<file path="src/rtl/flash_ctrl_pkg.sv">
// Shared definitions for the user-flash sequencer: op codes, FSM states,
// CSR addresses, status bit positions and control-register words.
package flash_ctrl_pkg;

    typedef enum logic [1:0] {
        OP_READ  = 2'b00,
        OP_WRITE = 2'b01,
        OP_ERASE = 2'b10,
        OP_RSVD  = 2'b11
    } op_e;

    typedef enum logic [3:0] {
        IDLE,
        RD_ISSUE,
        RD_WAIT,
        UNLOCK,
        WR_ISSUE,
        ER_CTRL,
        POLL,
        LOCK,
        DONE
    } state_e;

    typedef enum logic [1:0] {
        PH_GAP,
        PH_READ,
        PH_SAMPLE
    } poll_phase_e;

    localparam logic CSR_STATUS  = 1'b0;
    localparam logic CSR_CONTROL = 1'b1;

    localparam int ST_BUSY_LO = 0;
    localparam int ST_BUSY_HI = 1;
    localparam int ST_RD_OK   = 2;
    localparam int ST_WR_OK   = 3;
    localparam int ST_ER_OK   = 4;

    localparam logic [31:0] CTRL_LOCK   = 32'hFFFF_FFFF;
    localparam logic [31:0] CTRL_UNLOCK = {4'hF, 5'b00000, 3'b111, 20'hFFFFF};

    function automatic logic [31:0] erase_ctrl(input logic [2:0] sector);
        return {4'hF, 5'b00000, sector, 20'hFFFFF};
    endfunction

    // Only sectors 1..5 exist on the user flash.
    function automatic logic sector_valid(input logic [2:0] sector);
        return (sector >= 3'd1) && (sector <= 3'd5);
    endfunction

endpackage

</file>
<file path="src/rtl/flash_status_poller.sv">
// Status polling for write/erase: spaced CSR status reads, busy decode,
// success-bit selection and an overall timeout.
module flash_status_poller
    import flash_ctrl_pkg::*;
#(
    parameter int TIMEOUT_CYCLES = 2000000,
    parameter int TO_W           = 21,
    parameter int POLL_GAP       = 3
) (
    input  logic        clock,
    input  logic        reset_n,
    input  logic        start,
    input  logic        active,
    input  logic        is_erase,
    input  logic [31:0] csr_readdata,
    output logic        csr_read,
    output logic        done,
    output logic        ok,
    output logic        timeout
);

    localparam int GAP_W = (POLL_GAP > 1) ? $clog2(POLL_GAP) : 1;
    localparam logic [GAP_W-1:0] GAP_LAST = GAP_W'(POLL_GAP - 1);
    localparam poll_phase_e FIRST_PHASE = (POLL_GAP == 0) ? PH_READ : PH_GAP;

    poll_phase_e      phase_reg, phase_next;
    logic [GAP_W-1:0] gap_reg, gap_next;
    logic [TO_W-1:0]  to_reg, to_next;
    logic             busy;
    logic             unused_bits;

    always_ff @(posedge clock or negedge reset_n) begin
        if (!reset_n) begin
            phase_reg <= PH_GAP;
            gap_reg   <= '0;
            to_reg    <= '0;
        end else begin
            phase_reg <= phase_next;
            gap_reg   <= gap_next;
            to_reg    <= to_next;
        end
    end

    always_comb begin
        phase_next = phase_reg;
        gap_next   = gap_reg;
        to_next    = to_reg;
        if (start) begin
            phase_next = FIRST_PHASE;
            gap_next   = '0;
            to_next    = '0;
        end else if (active) begin
            if (!timeout)
                to_next = to_reg + 1'b1;
            case (phase_reg)
                PH_GAP: begin
                    if (gap_reg == GAP_LAST)
                        phase_next = PH_READ;
                    else
                        gap_next = gap_reg + 1'b1;
                end
                PH_READ:   phase_next = PH_SAMPLE;
                PH_SAMPLE: begin
                    if (busy) begin
                        phase_next = FIRST_PHASE;
                        gap_next   = '0;
                    end
                end
                default:   phase_next = FIRST_PHASE;
            endcase
        end
    end

    // Status data is only meaningful in the sample phase, one cycle after the read.
    assign busy        = |csr_readdata[ST_BUSY_HI:ST_BUSY_LO];
    assign done        = active && (phase_reg == PH_SAMPLE) && !busy;
    assign ok          = is_erase ? csr_readdata[ST_ER_OK] : csr_readdata[ST_WR_OK];
    assign timeout     = active && (to_reg == TO_W'(TIMEOUT_CYCLES));
    assign csr_read    = active && (phase_reg == PH_READ) && !timeout;
    assign unused_bits = ^{csr_readdata[31:5], csr_readdata[ST_RD_OK]};

endmodule

</file>
<file path="src/rtl/flash_ctrl.sv">
// Request sequencer for the on-chip user flash: word read, protected word
// write and sector erase, each answered by a single response strobe.
module flash_ctrl
    import flash_ctrl_pkg::*;
#(
    parameter int TIMEOUT_CYCLES = 2000000,
    parameter int TO_W           = 21,
    parameter int POLL_GAP       = 3
) (
    input  logic        clock,
    input  logic        reset_n,
    input  logic        req_valid,
    output logic        req_ready,
    input  logic [1:0]  req_op,
    input  logic [15:0] req_addr,
    input  logic [31:0] req_wdata,
    output logic        rsp_valid,
    output logic [31:0] rsp_rdata,
    output logic        rsp_err,
    output logic [15:0] flash_data_addr,
    output logic        flash_data_read,
    output logic        flash_data_write,
    output logic [31:0] flash_data_writedata,
    output logic [1:0]  flash_data_burstcount,
    input  logic [31:0] flash_data_readdata,
    input  logic        flash_data_waitrequest,
    input  logic        flash_data_readdatavalid,
    output logic        flash_csr_addr,
    output logic        flash_csr_read,
    output logic        flash_csr_write,
    output logic [31:0] flash_csr_writedata,
    input  logic [31:0] flash_csr_readdata
);

    state_e      state_reg, state_next;
    logic [1:0]  op_reg, op_next;
    logic [15:0] addr_reg, addr_next;
    logic [31:0] wdata_reg, wdata_next;
    logic [31:0] rdata_reg, rdata_next;
    logic        err_reg, err_next;

    logic poll_start, poll_active, poll_csr_read, poll_done, poll_ok, poll_timeout;

    always_ff @(posedge clock or negedge reset_n) begin
        if (!reset_n) begin
            state_reg <= IDLE;
            op_reg    <= '0;
            addr_reg  <= '0;
            wdata_reg <= '0;
            rdata_reg <= '0;
            err_reg   <= 1'b0;
        end else begin
            state_reg <= state_next;
            op_reg    <= op_next;
            addr_reg  <= addr_next;
            wdata_reg <= wdata_next;
            rdata_reg <= rdata_next;
            err_reg   <= err_next;
        end
    end

    always_comb begin
        state_next = state_reg;
        op_next    = op_reg;
        addr_next  = addr_reg;
        wdata_next = wdata_reg;
        rdata_next = rdata_reg;
        err_next   = err_reg;
        case (state_reg)
            IDLE: begin
                if (req_valid) begin
                    op_next    = req_op;
                    addr_next  = req_addr;
                    wdata_next = req_wdata;
                    err_next   = 1'b0;
                    case (req_op)
                        OP_READ:  state_next = RD_ISSUE;
                        OP_WRITE: state_next = UNLOCK;
                        OP_ERASE: begin
                            if (sector_valid(req_addr[2:0])) begin
                                state_next = ER_CTRL;
                            end else begin
                                err_next   = 1'b1;
                                state_next = DONE;
                            end
                        end
                        default: begin
                            err_next   = 1'b1;
                            state_next = DONE;
                        end
                    endcase
                end
            end
            RD_ISSUE: if (!flash_data_waitrequest) state_next = RD_WAIT;
            RD_WAIT: begin
                if (flash_data_readdatavalid) begin
                    rdata_next = flash_data_readdata;
                    err_next   = 1'b0;
                    state_next = DONE;
                end
            end
            UNLOCK:   state_next = WR_ISSUE;
            WR_ISSUE: if (!flash_data_waitrequest) state_next = POLL;
            ER_CTRL:  state_next = POLL;
            POLL: begin
                // A real status result wins over a timeout landing on the same cycle.
                if (poll_done) begin
                    err_next   = !poll_ok;
                    state_next = LOCK;
                end else if (poll_timeout) begin
                    err_next   = 1'b1;
                    state_next = LOCK;
                end
            end
            LOCK:    state_next = DONE;
            DONE:    state_next = IDLE;
            default: state_next = IDLE;
        endcase
    end

    assign poll_active = (state_reg == POLL);
    assign poll_start  = (state_reg != POLL) && (state_next == POLL);

    flash_status_poller #(
        .TIMEOUT_CYCLES (TIMEOUT_CYCLES),
        .TO_W           (TO_W),
        .POLL_GAP       (POLL_GAP)
    ) u_poller (
        .clock        (clock),
        .reset_n      (reset_n),
        .start        (poll_start),
        .active       (poll_active),
        .is_erase     (op_reg == OP_ERASE),
        .csr_readdata (flash_csr_readdata),
        .csr_read     (poll_csr_read),
        .done         (poll_done),
        .ok           (poll_ok),
        .timeout      (poll_timeout)
    );

    // All strobes decode from the state register so reset removes them at once.
    always_comb begin
        req_ready             = (state_reg == IDLE);
        flash_data_addr       = addr_reg;
        flash_data_writedata  = wdata_reg;
        flash_data_burstcount = 2'd1;
        flash_data_read       = (state_reg == RD_ISSUE);
        flash_data_write      = (state_reg == WR_ISSUE);
        flash_csr_write       = (state_reg == UNLOCK) || (state_reg == ER_CTRL) || (state_reg == LOCK);
        flash_csr_read        = poll_csr_read;
        flash_csr_addr        = flash_csr_write ? CSR_CONTROL : CSR_STATUS;
        flash_csr_writedata   = '0;
        case (state_reg)
            UNLOCK:  flash_csr_writedata = CTRL_UNLOCK;
            ER_CTRL: flash_csr_writedata = erase_ctrl(addr_reg[2:0]);
            LOCK:    flash_csr_writedata = CTRL_LOCK;
            default: flash_csr_writedata = '0;
        endcase
        rsp_valid = (state_reg == DONE);
        rsp_err   = (state_reg == DONE) && err_reg;
        rsp_rdata = rdata_reg;
    end

endmodule

</file>
<file path="config.mk">
export PLATFORM = sky130hd
export DESIGN_NAME = flash_ctrl
export DESIGN_NICKNAME = d
export VERILOG_FILES = /design/src/rtl/flash_ctrl_pkg.sv /design/src/rtl/flash_status_poller.sv /design/src/rtl/flash_ctrl.sv
export SDC_FILE = /design/constraint.sdc
export NUM_CORES = 1
export LEC_CHECK = 0
export CAP_MARGIN = 5
export CORE_UTILIZATION = 30
export CTS_BUF_LIST = sky130_fd_sc_hd__clkbuf_16
export DETAILED_ROUTE_END_ITERATION = 7
export GPL_TIMING_DRIVEN = 1
export PLACE_DENSITY_LB_ADDON = 0.2
export SLEW_MARGIN = 20
export SYNTH_ARGS = -nofsm -noshare
export SYNTH_HDL_FRONTEND = slang
export SYNTH_SLANG_ARGS = --single-unit
</file>
<file path="constraint.sdc">
create_clock -name clock -period 6.25 [get_ports clock]
set_input_delay 1.25 -clock clock [delete_from_list [all_inputs] [get_ports clock]]
set_output_delay 1.25 -clock clock [all_outputs]
set_load 0.02 [all_outputs]
</file>
==> results.txt <==
Post CTS Setup Buffer Count = 0
CP Class = reg -> out
Synthesis Warnings = 0
Peak supply drop = 0.0002416 V
Dpl cells = 901
Global route overflow = 0
Layout cells sized above 1 = 8.608%
Max FO, Critical Path = 15
WL final = 14140 microns
Post-synth EDFFs = 0
Violation count after the first detailed-route iteration = 179
F_max = 248.2 MHz
First-pass GRT wire length = 22790 microns
Final min period = 4029 ps
Most frequent cells after synthesis = nand2_1, dfrtp_1, mux2_2
Cell-internal power = 0.002148 W
FP Rows = 47
Number of global-route vias before repair = 4267
Mean Syn Cell Area = 9.742 sq um
Area contributors post-synth = dfrtp_1, nand2_1, mux2_2, buf_4, nor2_1
Clk_lat worst skew = 350 ps
Clock Sinks = 112
CTS tree = yes
Asr flop ratio synth = 100.0%
Setup WS pre-CTS = 2431 ps
Comb power frac = 50.3%
Max Cap Viol = 0
Required time worst endpoint = 5000 ps
Period utilization = 64.47%
Largest net degree at the start of global routing = 68
Largest stage delay, worst path = 570 ps
Die W = 132.3 microns
Num CTS Buffers = 9
Ant diodes = 0
Initial Utilization = 30.72%
Drt first pass iters = 4
Initial antenna violation count = 0
FILL cells = 1626
Share of the synthesized area in the top cell type = 55.01%
Post-Syn Nets = 645
CP arrival = 2780 ps
Count leader, synth = nand2_1
Hold Slack = 478.4 ps
Seq pwr share = 34.2%
Area grow syn2layout = 46.24%
Final Skew = 7.620 ps
Syn Std Cell Area = 5095 sq um
Post-synth top flop = dfrtp_1
Crit-path cells = inv_1 > ha_1 > inv_1 > or4b_1 > o21ai_2 > nor3b_1 > clkdlybuf4s50_1
Port bufs = 210
P_leak = 3.238 nW
Fin cells = 917
Clk root buf = clkbuf_16
Yosys cell types = 45
Yosys top cell by area = dfrtp_1
Post_cts resized = 0
Via density = 4.552
Clock Path Buffers = 2
CTS hold repair buffers = 0
H-tree levels = 3
RSZ-0062 raised after global routing = false
Core area = 16580 sq um
Wirelength per Cell = 15.42 microns
I/O Pins = 241
Mapped Cells = 523
Seq/Total Area, Yosys = 55.01%
Detail Route Antenna Nets = 0
GP Congestion = 0.7595
Startpoint Class = register
Final WS setup = 2221 ps
Vias = 4174
Relative slew slack = 30.78%
# DRC = 0
Die height = 132.3 microns
Hpwl dp = 10050 microns
Status = complete, no violations
Yosys reg bits = 112
Post-Route Setup TNS = 0 ps
Worst-Margin Slew = 1038 ps
Clock network power share = 15.4%
PwrDens = 483.0 nW/um^2
Sw Share = 40.33%
CP max stage cell = or4b_1
Die area = 17510 sq um
Final hold vios = 0
GR Util All Layers = 16.68%
Worst Hold Class = reg -> reg
Max-slew violations = 0
Final setup fails = 0
Net Sw Power = 0.001451 W
Cell mode on critical path = inv_1
Critical Path End Type = output pin
Clock-pin slew on the worst setup and hold paths = 80 ps
Final net count = 814
## final cells by class
class / instances / area (sq um) / area share [%]
inverters: 11 / 41.29 / 0.5542
repair buffers: 213 / 2122 / 28.48
clock buffers: 9 / 225.2 / 3.023
well taps: 220 / 275.3 / 3.694
clock inverters: 7 / 53.80 / 0.7221
flip-flops and latches: 112 / 2803 / 37.62
multi-input cells: 345 / 1931 / 25.91
## power by group through the flow
stage               Clock (W)  Combinational, W  Sequential, W
finish               0.000554           0.00181        0.00123
detailed placement          0           0.00184        0.00124
CTS                  0.000579           0.00184        0.00123
global placement            0           0.00181        0.00122
global route         0.000603           0.00196        0.00128
floorplan                   0          0.000736        0.00150
## worst max-delay path: cells and delay by family (launching register included)
kind                       cells  cell delay [ps]
and+or+nand+nor                2              690
buffers and inverters          3              680
AOI/OAI and AO/OA              1              500
DFF                            1              430
adders and majority gates      1              140
## cells by family (layout without fill, tap and decap cells)
logic type	count (synthesis)	count (layout)	synth area share, %
adder cells (fa/ha/maj)	3	3	0.7368
XOR/XNOR	10	10	1.719
flip-flops	112	112	55.01
other	2	2	0.1474
AO/OA/AOI/OAI	39	39	4.715
AND/OR/NAND/NOR	254	254	22.37
multiplexers	37	37	8.080
buffers and inverters	66	240	7.220
## routing by layer
layer	up-vias	track usage (%)	wire, microns	part of all wire, %
li1	2028	-	-	-
met1	2000	19.83	5764	41
met2	131	27.28	6821	48
met3	15	6.728	1357	9.6
met4	0	5.683	197	1.4
met5	-	0	0	0
## final timing paths
check	start	to	slack, ps	cells past startpoint
setup / recovery	u_poller.to_reg[0]	flash_csr_read	2220	7
hold / removal	flash_data_writedata[28]	flash_data_writedata[28]	480	2
setup reg to reg	state_reg[1]	state_reg[3]	3710	4
hold reg to reg	flash_data_writedata[28]	flash_data_writedata[28]	480	2
max in group asynchronous	reset_n	rsp_rdata[13]	4100	2
min in group asynchronous	reset_n	u_poller.to_reg[7]	1030	1
## cells in the final DEF, fill, tap and decap left out, types with 9 or more instances in the layout
| master | n |
|---|---|
| a21oi_1 | 12 |
| clkbuf_16 | 9 |
| clkdlybuf4s50_1 | 209 |
| dfrtp_1 | 112 |
| inv_1 | 12 |
| mux2_2 | 33 |
| nand2_1 | 163 |
| nand3_1 | 12 |
| nor2_1 | 24 |
| o21ai_0 | 12 |
## stage by stage
step / util, % / instance area [sq um] / power [W]
finish: 44.93 / 7451 / 0.003599
global route: 44.93 / 7451 / 0.003841
CTS: 44.91 / 7448 / 0.003654
detailed placement: 43.23 / 7169 / 0.003074
global placement: 43.23 / 7169 / 0.003034
floorplan: - / 5095 / 0.002235
(Power assumes the default switching activity.)
